### src/rtl/module_leds_driver_if.sv
// LED driver bus: the logical pattern and mode controls go in, and the
// physical LED pins and blink tick come out.
interface module_leds_driver_if #(
  parameter int N_LEDS   = 6,
  parameter int PWM_BITS = 4
);
  logic [N_LEDS-1:0]   binario;
  logic [1:0]          modo;
  logic [PWM_BITS-1:0] brillo;
  logic                error_i;
  logic                tick_o;
  logic [N_LEDS-1:0]   led;

  // Side that supplies the pattern and controls (decoder / top level).
  modport master (
    output binario, modo, brillo, error_i,
    input  tick_o, led
  );

  // LED driver side.
  modport slave (
    input  binario, modo, brillo, error_i,
    output tick_o, led
  );
endinterface

### src/rtl/module_leds_driver.sv
// LED output stage: direct, blink, PWM-dimmed and chase modes, plus an
// error-flash override. Every output is registered, so the pins change
// one cycle after the inputs are sampled.
module module_leds_driver #(
  parameter int N_LEDS     = 6,
  parameter int ACTIVE_LOW = 1,
  parameter int CLK_HZ     = 27_000_000,
  parameter int BLINK_HZ   = 2,
  parameter int PWM_BITS   = 4
) (
  input  logic                  clk,
  input  logic                  rst,
  module_leds_driver_if.slave   bus
);

  localparam int BLINK_DIV = CLK_HZ / (2 * BLINK_HZ);
  localparam int PRE_W     = (BLINK_DIV > 1) ? $clog2(BLINK_DIV) : 1;
  localparam int POS_W     = (N_LEDS > 1) ? $clog2(N_LEDS) : 1;
  localparam logic [PRE_W-1:0] PRE_LAST = PRE_W'(BLINK_DIV - 1);
  localparam logic [POS_W-1:0] POS_LAST = POS_W'(N_LEDS - 1);
  localparam logic [N_LEDS-1:0] LED_OFF = (ACTIVE_LOW != 0) ? '1 : '0;

  logic [PRE_W-1:0]    presc_reg;
  logic                phase_reg;
  logic                tick_reg;
  logic [PWM_BITS-1:0] pwm_cnt_reg;
  logic [POS_W-1:0]    pos_reg;
  logic [1:0]          modo_prev_reg;
  logic [N_LEDS-1:0]   led_reg;

  logic                terminal;
  logic                entering_chase;
  logic                pwm_on;
  logic [N_LEDS-1:0]   onehot_next;
  logic [N_LEDS-1:0]   pattern_next;

  assign terminal       = (presc_reg == PRE_LAST);
  assign entering_chase = (bus.modo == 2'b11) && (modo_prev_reg != 2'b11);
  // All-ones duty means fully on, so the last PWM slot is not lost.
  assign pwm_on         = (pwm_cnt_reg < bus.brillo) || (&bus.brillo);

  // On the cycle chase mode is entered, show bit 0 rather than a stale position.
  generate
    for (genvar gi = 0; gi < N_LEDS; gi++) begin : g_onehot
      assign onehot_next[gi] = entering_chase ? (gi == 0) : (pos_reg == POS_W'(gi));
    end
  endgenerate

  // Logical pattern (1 = lit) for the current inputs and timing state.
  always_comb begin
    pattern_next = '0;
    if (bus.error_i) begin
      pattern_next = phase_reg ? '0 : '1;
    end else begin
      case (bus.modo)
        2'b00:   pattern_next = bus.binario;
        2'b01:   pattern_next = phase_reg ? '0 : bus.binario;
        2'b10:   pattern_next = pwm_on ? bus.binario : '0;
        default: pattern_next = onehot_next;
      endcase
    end
  end

  // Free-running blink prescaler, phase flip-flop, tick pulse and PWM counter.
  always_ff @(posedge clk) begin
    if (rst) begin
      presc_reg   <= '0;
      phase_reg   <= 1'b0;
      tick_reg    <= 1'b0;
      pwm_cnt_reg <= '0;
    end else begin
      presc_reg   <= terminal ? '0 : presc_reg + 1'b1;
      phase_reg   <= terminal ? ~phase_reg : phase_reg;
      tick_reg    <= terminal;
      pwm_cnt_reg <= pwm_cnt_reg + 1'b1;
    end
  end

  // Chase position: frozen during error flash, restarted on entering chase mode.
  always_ff @(posedge clk) begin
    if (rst) begin
      pos_reg       <= '0;
      modo_prev_reg <= 2'b00;
    end else begin
      modo_prev_reg <= bus.modo;
      if (!bus.error_i) begin
        if (entering_chase) begin
          pos_reg <= '0;
        end else if ((bus.modo == 2'b11) && terminal) begin
          pos_reg <= (pos_reg == POS_LAST) ? '0 : pos_reg + 1'b1;
        end
      end
    end
  end

  // Output register with board polarity applied.
  always_ff @(posedge clk) begin
    if (rst) begin
      led_reg <= LED_OFF;
    end else begin
      led_reg <= (ACTIVE_LOW != 0) ? ~pattern_next : pattern_next;
    end
  end

  assign bus.led    = led_reg;
  assign bus.tick_o = tick_reg;

endmodule
### src/flat_wrapper.sv
// flat-port wrapper written by rule: the top's interface ports become plain ports
module module_leds_driver_flat 
#(
  parameter int N_LEDS     = 6,
  parameter int ACTIVE_LOW = 1,
  parameter int CLK_HZ     = 27_000_000,
  parameter int BLINK_HZ   = 2,
  parameter int PWM_BITS   = 4
)
  (clk, rst, bus_binario, bus_modo, bus_brillo, bus_error_i, bus_tick_o, bus_led);
  module_leds_driver_if #(.N_LEDS(N_LEDS), .PWM_BITS(PWM_BITS)) bus_i ();
  input  logic clk;
  input  logic rst;
  input wire logic [$bits(bus_i.binario)-1:0] bus_binario;
  input wire logic [$bits(bus_i.modo)-1:0] bus_modo;
  input wire logic [$bits(bus_i.brillo)-1:0] bus_brillo;
  input wire logic [$bits(bus_i.error_i)-1:0] bus_error_i;
  output wire logic [$bits(bus_i.tick_o)-1:0] bus_tick_o;
  output wire logic [$bits(bus_i.led)-1:0] bus_led;
  assign bus_i.binario = bus_binario;
  assign bus_i.modo = bus_modo;
  assign bus_i.brillo = bus_brillo;
  assign bus_i.error_i = bus_error_i;
  assign bus_tick_o = bus_i.tick_o;
  assign bus_led = bus_i.led;
  module_leds_driver #(.N_LEDS(N_LEDS), .ACTIVE_LOW(ACTIVE_LOW), .CLK_HZ(CLK_HZ), .BLINK_HZ(BLINK_HZ), .PWM_BITS(PWM_BITS)) u_core (.clk(clk), .rst(rst), .bus(bus_i));
endmodule
### config.mk
export PLATFORM = sky130hd
export DESIGN_NAME = module_leds_driver_flat
export DESIGN_NICKNAME = d
export VERILOG_FILES = /design/src/rtl/module_leds_driver_if.sv /design/src/rtl/module_leds_driver.sv /design/src/flat_wrapper.sv
export SDC_FILE = /design/constraint.sdc
export NUM_CORES = 1
export LEC_CHECK = 0
export ABC_AREA = 1
export CORE_MARGIN = 2
export CORE_UTILIZATION = 56
export CTS_CLUSTER_SIZE = 24
export DETAILED_ROUTE_END_ITERATION = 10
export GPL_TIMING_DRIVEN = 1
export PLACE_DENSITY = 0.78
export SETUP_SLACK_MARGIN = 0.3
export SLEW_MARGIN = 20
export SYNTH_ARGS = -nofsm -noshare
export SYNTH_HDL_FRONTEND = slang
export SYNTH_SLANG_ARGS = --single-unit
### constraint.sdc
create_clock -name clk -period 1.55 [get_ports clk]
set_input_delay 0.3875 -clock clk [delete_from_list [all_inputs] [get_ports clk]]
set_output_delay 0.3875 -clock clk [all_outputs]
set_load 0.03 [all_outputs]
======== Word-level counts from Yosys, hierarchy flattened ========
Index checks and enable logic that the tools add are counted.
storage, ports and cells
  memories kept ........................... 0
  logic and storage cells ................. 47
  ROM bits ................................ 0
  memory bits (writable) .................. 0
  register bits ........................... 40
  input port bits ......................... 15
  latch bits .............................. 0
  output and inout port bits .............. 7
operators by class
  eq/ne operators ......................... 10
  reduce and logical (&&, ||, !) cells .... 9
  $lt $le $gt $ge ......................... 1
  div/mod/pow operators ................... 0
  multiplexer cells ....................... 14
  $mul .................................... 0
  bitwise operators ....................... 3
  shifts and indexed selects .............. 0
  $add $sub $neg .......................... 3
operator list
  cell                   number
  $mux 6                 4
  $add 23x1->23 const B  1
  $eq 23x23->1 const B   1
  $pmux 6 s3             1
  $mux 3                 3
  $eq 3x2->1 const B     2
  $eq 3x3->1 const B     2
  $mux 1                 6
  $not 6->6              1
  $add 4x1->4 const B    1
  $eq 2x2->1 const B     2
  $lt 4x4->1             1
  $reduce_and 4->1       1
  $add 3x1->3 const B    1
  $eq 3x1->1 const B     1
  $logic_not 3->1        1
  $eq 2x1->1 const B     1
  $logic_and 1x1->1      2
  $logic_not 2->1        1
  $ne 2x2->1 const B     1
  $not 1->1              2
  $reduce_and 2->1       1
  $reduce_bool 2->1      1
  $reduce_or 2->1        1
  $logic_or 1x1->1       1

======== Logic depth before layout (Yosys ltp) ========
  depth in word-level cells ............... 6
  mapped depth ............................ 12
  depth with buffers taken out ............ 12

======== Worst setup path after synthesis ========
OpenSTA, ideal clock, no wires.
  path kind ............................... reg-to-reg
  from .................................... reg u_core.presc_reg[0]
  to ...................................... reg u_core.presc_reg[11]
  slack ................................... 0.134 ns
  clock period less this slack ............ 1.416 ns
  setup time .............................. 0.115 ns
  cell stages (with the launch flop) ...... 10
  required time ........................... 1.435 ns
  buffers on the path ..................... 1
  arrival time ............................ 1.302 ns
  cell sequence ........................... dfxtp_1 ha_1 nand2_2 nor2_2 nand2_1 nor2_2 nand3_2 nand2_2 buf_4 nor2_1
between the ends
  word-level cells in the longest chain between the ends .. 2
  elaborated cells on any way between the ends .. 3
  classes of those cells .................. 1 x add/sub; 1 x eq/ne; 1 x reduce/logical
RTL lines
  what                                                                   line                      source
  from (decl)                                                            module_leds_driver.sv:23  logic [PRE_W-1:0] presc_reg;
  from (signal assigned)                                                 module_leds_driver.sv:72  presc_reg <= terminal ? '0 : presc_reg + 1'b1;
  parallel branches: the longest is 2 deep, another holds $add 23x1->23  -
Several ways; the timed one is not identified.
A chain may end at the register's enable or synchronous reset.

======== Worst setup path in the final report ========
  from .................................... reg u_core.presc_reg[0]
  to ...................................... reg u_core.presc_reg[10]
Same word-level chain as after synthesis.

==> flow_metrics.py <==
metrics = {
    "outcome": {
        "status": "finished, final reports clean",
    },
    "timing": {
        "maxSlewViolCount": 0,
        "layout_setup_ws_ps": 32.44,
        "max_slew_margin_pct": 72.39,
        "max_slew.worst_pin.slew_ps": 412.7,
        "finalHoldViolations": 0,
        "period_minus_slack_ps": 1518,
        "grt_setup_unrepaired": "true",
        "period_share_pct": 97.91,
        "finalClockSkew_ps": 9.429,
        "max_freq_mhz": 659.0,
        "setup_viol": 0,
    },
    "worst_hold_path": {
        "hp-class": "in -> reg",
    },
    "yosys": {
        "yosysMostFrequentCell": "nand2_1",
        "synthCells": 283,
        "synth-seq-cells": 40,
        "async_flop_share_pct": 0,
        "yosys_warnings": 0,
        "ys_top_cells_by_area": "dfxtp_1 39%, nand2_1 9.7%, nor2_1 7.5%",
        "synth_common_cells": "53 x nand2_1, 41 x nor2_1, 40 x dfxtp_1",
        "synth_edf_count": 0,
        "synth_nets": 304,
        "yosysUniqueCellTypes": 33,
        "synth_largest_area_cell": "dfxtp_1",
        "synth_top_area_share_pct": 39.22,
        "netlist_area_mm2": 0.002042,
        "ys_seq_area_share_pct": 39.22,
        "syn_avg_cell_area_um2": 7.215,
        "ys.flop_type": "dfxtp_1",
    },
    "floorplanning": {
        "rows": 21,
        "die_area_mm2": 0.004145,
        "die_w_um": 64.39,
        "core-area_mm2": 0.003416,
        "start_util_pct": 59.78,
        "die_h_um": 64.39,
        "io_pins": 22,
    },
    "pwr": {
        "pwr_density_cell_mw_per_mm2": 691.5,
        "p_int_w": 0.001541,
        "vdd_drop_max_uv": 608.5,
        "clkPwrFrac_pct": 33.1,
        "p_sw_w": 0.0005320,
        "power.leakage_nw": 1.219,
        "swShare_pct": 25.66,
        "power_frac_seq_pct": 51.8,
        "combPwrFrac_pct": 15.1,
    },
    "grt": {
        "grt_pass1_vias": 1963,
        "antenna_found_initial": 0,
        "grt_pass1_wl_um": 8611,
        "grt.overflow.total": 0,
        "grt_max_degree": 14,
        "grt_use_total_pct": 26.75,
    },
    "routing": {
        "via_per_inst": 5.636,
        "wl_um": 6121,
        "first_pass_iters": 4,
        "drc": 0,
        "drt_iter0_drc": 133,
        "postRouteAntennaNets": 0,
        "routed-via-count": 2198,
        "routedWlPerCell_um": 15.69,
    },
    "placement": {
        "dp_hpwl_um": 3512,
        "io_buffer_count": 21,
        "dp_slack_ps": -458.5,
        "gp_congestion": 0.8927,
        "dp.cells": 366,
    },
    "final_layout": {
        "drive_gt1_share_pct": 39.83,
        "layout.nets": 364,
        "diodes": 0,
        "finalNonFillerCells": 390,
        "area_growth_pct": 46.81,
        "post-route-util_pct": 87.77,
        "largest_reg_flops": 23,
    },
    "clock_network": {
        "h-tree-depth": 2,
        "cts.path.max_buffers": 2,
        "clock_latency_ps": 360,
        "cts_tree": "yes",
        "clk_transition_reported_paths_ps": 120,
        "cts-root-buf": "clkbuf_4",
        "cts_buffers": 5,
        "cts.sinks": 40,
    },
    "setup_path": {
        "arrival_ps": 1810,
        "crit_type": "reg -> reg",
        "critPathLaunchType": "register",
        "cp_max_fo": 5,
        "cp.required_ps": 1850,
        "critPathCaptureType": "register",
    },
    "run": {
        "drv_cap": 0,
    },
}
==> what timing repair did <==
item,4_1_cts,5_1_grt
resized for setup,80,53
setup endpoints to repair,41,39
buffers inserted,7,9
pin swaps,28,28
hold buffers,0,0
==> cell families (layout without fill, tap and decap cells) <==
kind of cell / after synthesis / count (layout) / share of synthesized area, %
AO/OA/AOI/OAI: 25 / 25 / 6.864
flip-flops: 40 / 40 / 39.22
AND/OR/NAND/NOR: 165 / 165 / 38.85
buffers and inverters: 38 / 99 / 7.536
XOR/XNOR: 9 / 9 / 3.861
adder cells (fa/ha/maj): 6 / 6 / 3.676
==> power by group through the flow <==
| stage | clock network, W | registers [W] | logic (W) |
|---|---|---|---|
| floorplan | 0 | 0.00112 | 0.000105 |
| global placement | 0 | 0.00110 | 0.000233 |
| detailed placement | 0 | 0.00110 | 0.000238 |
| CTS | 0.000690 | 0.00108 | 0.000266 |
| global route | 0.000720 | 0.00108 | 0.000337 |
| finish | 0.000685 | 0.00107 | 0.000313 |
==> per-layer routing <==
layer	track usage (%)	vias to the layer above	share of wire, %
li1	-	1046	-
met1	31.86	1019	39
met2	47.79	98	51
met3	4.225	35	6.3
met4	10.64	0	4.0
met5	0	-	0
==> worst max-delay path, cell delays in order (launching register included) <==
cell and delay (ps):
dfxtp_4 380, ha_4 140, nand2_4 50, buf_4 150, nor2_4 190, nand3_4 140, buf_4 170, xor2_1 130
nor2_1 100
==> per-stage QoR <==
step / TNS [ps] / cell area (um^2) / hold slack, ps / power, W
after floorplan: 0 / 2141 / 429.5 / 0.001229
after global placement: -2263 / 2537 / 439.7 / 0.001336
after detailed placement: -2531 / 2537 / 447.2 / 0.001343
after CTS: 0 / 2791 / 493.7 / 0.002032
after global routing: 0 / 2998 / 439.7 / 0.002135
final: 0 / 2998 / 429.5 / 0.002073
==> cell usage in the layout, fill, tap and decap left out, types with 3 or more instances in the layout <==
cell type / netlist / layout
ha_4: 0 / 4
a21oi_1: 14 / 11
nand3_4: 0 / 3
nor2_2: 6 / 10
dfxtp_1: 40 / 23
nor2_4: 2 / 7
clkdlybuf4s50_1: 0 / 8
buf_4: 1 / 31
nand3_1: 20 / 14
nand3_2: 2 / 5
inv_1: 34 / 30
xnor2_1: 3 / 3
dfxtp_2: 0 / 12
nand2_1: 53 / 41
clkbuf_4: 0 / 5
nand2_4: 0 / 6
nand4_1: 15 / 15
xor2_1: 6 / 6
inv_2: 1 / 3
nor3_2: 2 / 7
dlymetal6s2s_1: 0 / 3
buf_6: 1 / 10
nor2_1: 41 / 32
nand2_2: 7 / 13
a21oi_2: 1 / 4
dfxtp_4: 0 / 5
==> path summary, 6_finish.rpt <==
| kind | depth (start not counted) | slack (ps) | start | to |
|---|---|---|---|---|
| setup / recovery | 8 | 30 | u_core.presc_reg[0] | u_core.presc_reg[10] |
| hold / removal | 4 | 430 | bus_modo[1] | u_core.modo_prev_reg[1] |
| setup reg to reg | 8 | 30 | u_core.presc_reg[0] | u_core.presc_reg[10] |
| hold reg to reg | 2 | 510 | u_core.presc_reg[3] | u_core.presc_reg[3] |
==> cell type report <==
class	count	area, um^2
well taps	46	57.56
flip-flops and latches	40	834.6
clock inverters	2	35.03
repair buffers	56	511.7
multi-input cells	205	1371
fillers	179	417.9
inverters	35	146.4
clock buffers	6	41.29
Power figures use the tool's default switching activity.
